`src/rtl/hazard_controller.sv`:
```
// Hazard scheduler for the 5-stage RV32I pipeline: EX forwarding selects, load-use bubbles,
// branch flushes and data-memory wait stalls, with saturating perf counters and a sticky timeout flag.
module hazard_controller #(
    parameter int CNT_W   = 32,
    parameter int TIMEOUT = 64
) (
    input  logic             CLK,
    input  logic             rst_n,
    input  logic [4:0]       rs1D,
    input  logic [4:0]       rs2D,
    input  logic [4:0]       rs1E,
    input  logic [4:0]       rs2E,
    input  logic [4:0]       rdE,
    input  logic             memReadE,
    input  logic             pcsrcE,
    input  logic             regwriteM,
    input  logic [4:0]       rdM,
    input  logic             regwriteW,
    input  logic [4:0]       rdW,
    input  logic             mem_busyM,
    output logic [1:0]       forwardAE,
    output logic [1:0]       forwardBE,
    output logic             stallF,
    output logic             stallD,
    output logic             stallE,
    output logic             stallM,
    output logic             flushD,
    output logic             flushE,
    output logic             flushW,
    output logic [CNT_W-1:0] stall_cycles,
    output logic [CNT_W-1:0] flush_events,
    output logic             mem_timeout,
    output logic             fsm_state
);

    // Handshake: none; every input is sampled combinationally each cycle and the
    // stall/flush outputs apply to the pipeline registers on the same rising edge.

    localparam int WCW = (TIMEOUT < 1) ? 1 : $clog2(TIMEOUT + 1);
    localparam logic [WCW-1:0]   WAIT_MAX = WCW'(TIMEOUT);
    localparam logic [CNT_W-1:0] CNT_MAX  = {CNT_W{1'b1}};

    typedef enum logic {RUN = 1'b0, MEM_WAIT = 1'b1} state_t;

    state_t         state, state_next;
    logic [WCW-1:0] wait_cnt, wait_next;
    logic           timeout_set;
    logic           branch_flush;
    logic           lu;

    assign fsm_state = state;
    assign lu = memReadE && (rdE != 5'd0) && ((rdE == rs1D) || (rdE == rs2D));

    always_comb begin
        forwardAE = 2'b00;
        forwardBE = 2'b00;
        if (rst_n) begin
            if (regwriteM && rdM != 5'd0 && rdM == rs1E)      forwardAE = 2'b10;
            else if (regwriteW && rdW != 5'd0 && rdW == rs1E) forwardAE = 2'b01;
            if (regwriteM && rdM != 5'd0 && rdM == rs2E)      forwardBE = 2'b10;
            else if (regwriteW && rdW != 5'd0 && rdW == rs2E) forwardBE = 2'b01;
        end
    end

    always_comb begin
        stallF       = 1'b0;
        stallD       = 1'b0;
        stallE       = 1'b0;
        stallM       = 1'b0;
        flushD       = 1'b0;
        flushE       = 1'b0;
        flushW       = 1'b0;
        state_next   = state;
        wait_next    = wait_cnt;
        timeout_set  = 1'b0;
        branch_flush = 1'b0;
        if (!rst_n) begin
            flushD = 1'b1;
            flushE = 1'b1;
            flushW = 1'b1;
        end else if (mem_busyM) begin
            // Freeze F..M and bubble W; pcsrcE/lu stay pending in the frozen stages.
            stallF     = 1'b1;
            stallD     = 1'b1;
            stallE     = 1'b1;
            stallM     = 1'b1;
            flushW     = 1'b1;
            state_next = MEM_WAIT;
            case (state)
                RUN: wait_next = WCW'(1);
                MEM_WAIT: begin
                    if (wait_cnt < WAIT_MAX) wait_next = wait_cnt + WCW'(1);
                    if (TIMEOUT != 0 && wait_cnt == WAIT_MAX) timeout_set = 1'b1;
                end
                default: wait_next = '0;
            endcase
        end else begin
            state_next = RUN;
            wait_next  = '0;
            if (pcsrcE) begin
                flushD       = 1'b1;
                flushE       = 1'b1;
                branch_flush = 1'b1;
            end else if (lu) begin
                stallF = 1'b1;
                stallD = 1'b1;
                flushE = 1'b1;
            end
        end
    end

    always_ff @(posedge CLK) begin
        if (!rst_n) begin
            state        <= RUN;
            wait_cnt     <= '0;
            stall_cycles <= '0;
            flush_events <= '0;
            mem_timeout  <= 1'b0;
        end else begin
            state    <= state_next;
            wait_cnt <= wait_next;
            if (timeout_set) mem_timeout <= 1'b1;
            if (stallF && stall_cycles != CNT_MAX) stall_cycles <= stall_cycles + CNT_W'(1);
            if (branch_flush && flush_events != CNT_MAX) flush_events <= flush_events + CNT_W'(1);
        end
    end

endmodule

```
`config.mk`:
```
export PLATFORM = sky130hd
export DESIGN_NAME = hazard_controller
export DESIGN_NICKNAME = d
export VERILOG_FILES = /design/src/rtl/hazard_controller.sv
export SDC_FILE = /design/constraint.sdc
export NUM_CORES = 1
export LEC_CHECK = 0
export BUFFER_PORTS_ARGS = -buffer_cell sky130_fd_sc_hd__buf_2
export CAP_MARGIN = 20
export CORE_MARGIN = 3
export CORE_UTILIZATION = 58
export CTS_BUF_LIST = sky130_fd_sc_hd__clkbuf_2 sky130_fd_sc_hd__clkbuf_4 sky130_fd_sc_hd__clkbuf_8
export DETAILED_ROUTE_END_ITERATION = 7
export PLACE_DENSITY = 0.92
export SYNTH_ARGS = -nofsm -noshare
export SYNTH_HDL_FRONTEND = slang
export SYNTH_SLANG_ARGS = --single-unit
```
`constraint.sdc`:
```
create_clock -name CLK -period 3.6 [get_ports CLK]
set_input_delay 0.72 -clock CLK [delete_from_list [all_inputs] [get_ports CLK]]
set_output_delay 0.72 -clock CLK [all_outputs]
set_load 0.02 [all_outputs]
```
==> impl_metrics.env <==
export IMPL_grt_overflow=0
export IMPL_die_w_um=89.04
export IMPL_hold_path_depth=2
export IMPL_fin_crit_ns=3.018
export IMPL_cts_tree="built"
export IMPL_period_share_pct=83.83
export IMPL_critical_path_depth=6
export IMPL_via_per_inst=6.044
export IMPL_startpoint_type="input pin"
export IMPL_r2r_cells=6
export IMPL_synth_top_area_share_pct=36.55
export IMPL_ir_drop_mv=0.1890
export IMPL_synthTopCellsByCount="73 x dfxtp_1, 48 x nor2_1, 45 x xnor2_1, 39 x nand2_1, 32 x nand3_1"
export IMPL_cts_buffers_inserted=9
export IMPL_p_seq_share_pct=53.8
export IMPL_cts_setup_buffers=0
export IMPL_vias=4110
export IMPL_clk_pin_slew_worst_paths_ns=0.07
export IMPL_combPwrFrac_pct=8.8
export IMPL_antenna_found_initial=0
export IMPL_path_buf_inv=2
export IMPL_power_mw=1.515
export IMPL_drtIter0Drc=264
export IMPL_syn_inst=489
export IMPL_initial_utilization_pct=61.23
export IMPL_leakagePower_nw=1.849
export IMPL_clkPwrFrac_pct=37.5
export IMPL_post_route_drc_count=0
export IMPL_worst_slew_pin_slew_ns=0.8931
export IMPL_ant_nets=0
export IMPL_path_cells="buf_2, or4_1, o21ai_0, nor4_1, nor4_1, buf_2"
export IMPL_skew_ns=0.01081
export IMPL_power_switching_mw=0.3726
export IMPL_drt_first_pass_iters=5
export IMPL_rsz0062_at_grt="no"
export IMPL_end_kind="primary output"
export IMPL_syn_area_um2=3999
export IMPL_crit_required_ns=2.88
export IMPL_gp_congestion=0.8671
export IMPL_portBuffers=118
export IMPL_hold_class="reg -> reg"
export IMPL_ios=119
export IMPL_die_h_um=89.04
export IMPL_wirelength_mm=10.20
export IMPL_numClockSinks=73
export IMPL_synth_edf_count=0
export IMPL_die_area_um2=7927
export IMPL_cts_root_buffer="clkbuf_8"
export IMPL_crit_arrival_ns=2.30
export IMPL_n_antenna_cell=0
export IMPL_ys_flop_type="dfxtp_1"
export IMPL_critPathKind="in -> out"
export IMPL_p_int_mw=1.142
export IMPL_ctsResizeCount=0
export IMPL_htreeDepth=3
export IMPL_crit_fanout=3
export IMPL_synth_async_sr_flop_share_pct=0
export IMPL_core_area_um2=6531
export IMPL_crit_family="simple AND/OR/NAND/NOR gates"
export IMPL_synth_seq_cells=73
export IMPL_setup_tns_ns=0
export IMPL_drive_above_1_share_pct=23.88
export IMPL_cpMaxStageDelayCell="or4_1"
export IMPL_final_nets=645
export IMPL_synth_area_leaders="dfxtp_1 37%, xnor2_1 9.9%, nor2_1 4.5%"
export IMPL_fillCellCount=504
export IMPL_timing_final_hold_violations=0
export IMPL_num_rows=29
export IMPL_max_freq_ghz=0.3314
export IMPL_dp_hpwl_mm=7.533
export IMPL_syn_area_per_cell_um2=8.178
export IMPL_synth_seq_area_share_pct=36.55
export IMPL_wl_per_cell_um=15.01
export IMPL_reg2reg_slack_ns=0.77
export IMPL_critPathMaxStageDelay_ns=0.54
export IMPL_drv_slew=0
export IMPL_grt_pass1_wl_mm=16.35
export IMPL_setup_viol=0
export IMPL_grt_max_degree=51
export IMPL_max_slew_margin_pct=40.02
export IMPL_postCtsHoldBufs=0
export IMPL_clockBufferDepth=2
export IMPL_yosysTopAreaCell="dfxtp_1"
export IMPL_drv_cap=0
export IMPL_clkLatencyLatePin_ns=0.34
export IMPL_area_growth_syn_to_layout_pct=19.43
export IMPL_swShare_pct=24.59
export IMPL_yosysMostFrequentCell="dfxtp_1"
export IMPL_ys_warn_count=0
export IMPL_grt_pass1_vias=3672
export IMPL_grt_use_total_pct=25.79
export IMPL_run_status="completed"
export IMPL_synth_fp_nets=535
export IMPL_p_per_area_nw_per_um2=317.2
export IMPL_synth_cell_type_count=45
## final timing paths
| check | start | endpoint |
|---|---|---|
| setup / recovery | rdM[1] | forwardAE[0] |
| hold / removal | mem_timeout$_SDFFE_PN0P_ | mem_timeout$_SDFFE_PN0P_ |
| setup reg to reg | stall_cycles[0]$_SDFFE_PN0P_ | stall_cycles[13]$_SDFFE_PN0P_ |
| hold reg to reg | mem_timeout$_SDFFE_PN0P_ | mem_timeout$_SDFFE_PN0P_ |
## flip-flops by register name (all words and copies together), names as in the netlist
register / flops
stall_cycles: 32
wait_cnt: 7
flush_events: 32
mem_timeout: 1
fsm_state: 1
## metal layers
metal,GRT usage (%),vias up,part of all wire (%)
met5,0,-,0
met4,10.96,0,1.7
met3,5.346,21,7.3
met2,45.75,197,50
met1,30.06,1908,41
li1,-,1984,-
## tightest hold or removal path: stages (launching register included)
cell	delay (ns)
dfxtp_1	0.32
nor2_1	0.04
nor2_1	0.07
## kinds of logic (layout without fill, tap and decap cells)
kind of cell    count (synthesis)  count (layout)  synth area share, %
compound gates                 71              71                11.14
mux                             6               6                1.502
xor+xnor                       63              63                13.80
flops                          73              73                36.55
fa+ha+maj                       4               4                1.252
simple gates                  234             234                31.60
buf+inv                        38             152                4.161
## cells in the final DEF (no fill, tap or decap), drive strengths merged, types with 2 or more instances in the layout
master  count
a31oi       2
or3        13
xor2       18
clkbuf     12
nor4b       2
nand2      39
xnor2      45
ha          4
inv        14
mux2i       6
nor4       21
o31ai      11
o211ai      3
a21oi      22
nor2       48
dfxtp      73
and4        6
o21a        6
or2         2
o21ai      17
nor3       18
and2        6
nand4      16
and3        7
nand2b      3
buf       122
or4        17
clkinv      3
o31a        5
nand3      32
## power groups by stage
stage               logic, mW  registers [mW]  clock network (mW)
floorplan              0.0742           0.835                   0
global placement        0.127           0.833                   0
detailed placement      0.133           0.833                   0
CTS                     0.134           0.814               0.573
global route            0.147           0.814               0.613
finish                  0.133           0.814               0.568
## through the flow
stage	cells	utilization [%]	setup WS, ns	hold slack (ns)	area, um2
detailed placement	665	70.52	0.5531	0.4566	4606
floorplan	489	-	0.5840	0.4905	3999
global route	680	73.12	0.4898	0.4965	4776
global placement	665	70.52	0.6479	0.4503	4606
CTS	680	73.12	0.6470	0.4735	4776
finish	680	73.12	0.5822	0.4715	4776
## cell type report
type / instances / area (um2) / share of cell area (%)
well taps: 77 / 96.34 / 2.017
clock inverters: 3 / 17.52 / 0.3668
flip-flops and latches: 73 / 1461 / 30.60
clock buffers: 12 / 152.6 / 3.196
repair buffers: 122 / 620.6 / 12.99
multi-input cells: 378 / 2371 / 49.65
inverters: 15 / 56.30 / 1.179
Power figures use the tool's default switching activity.
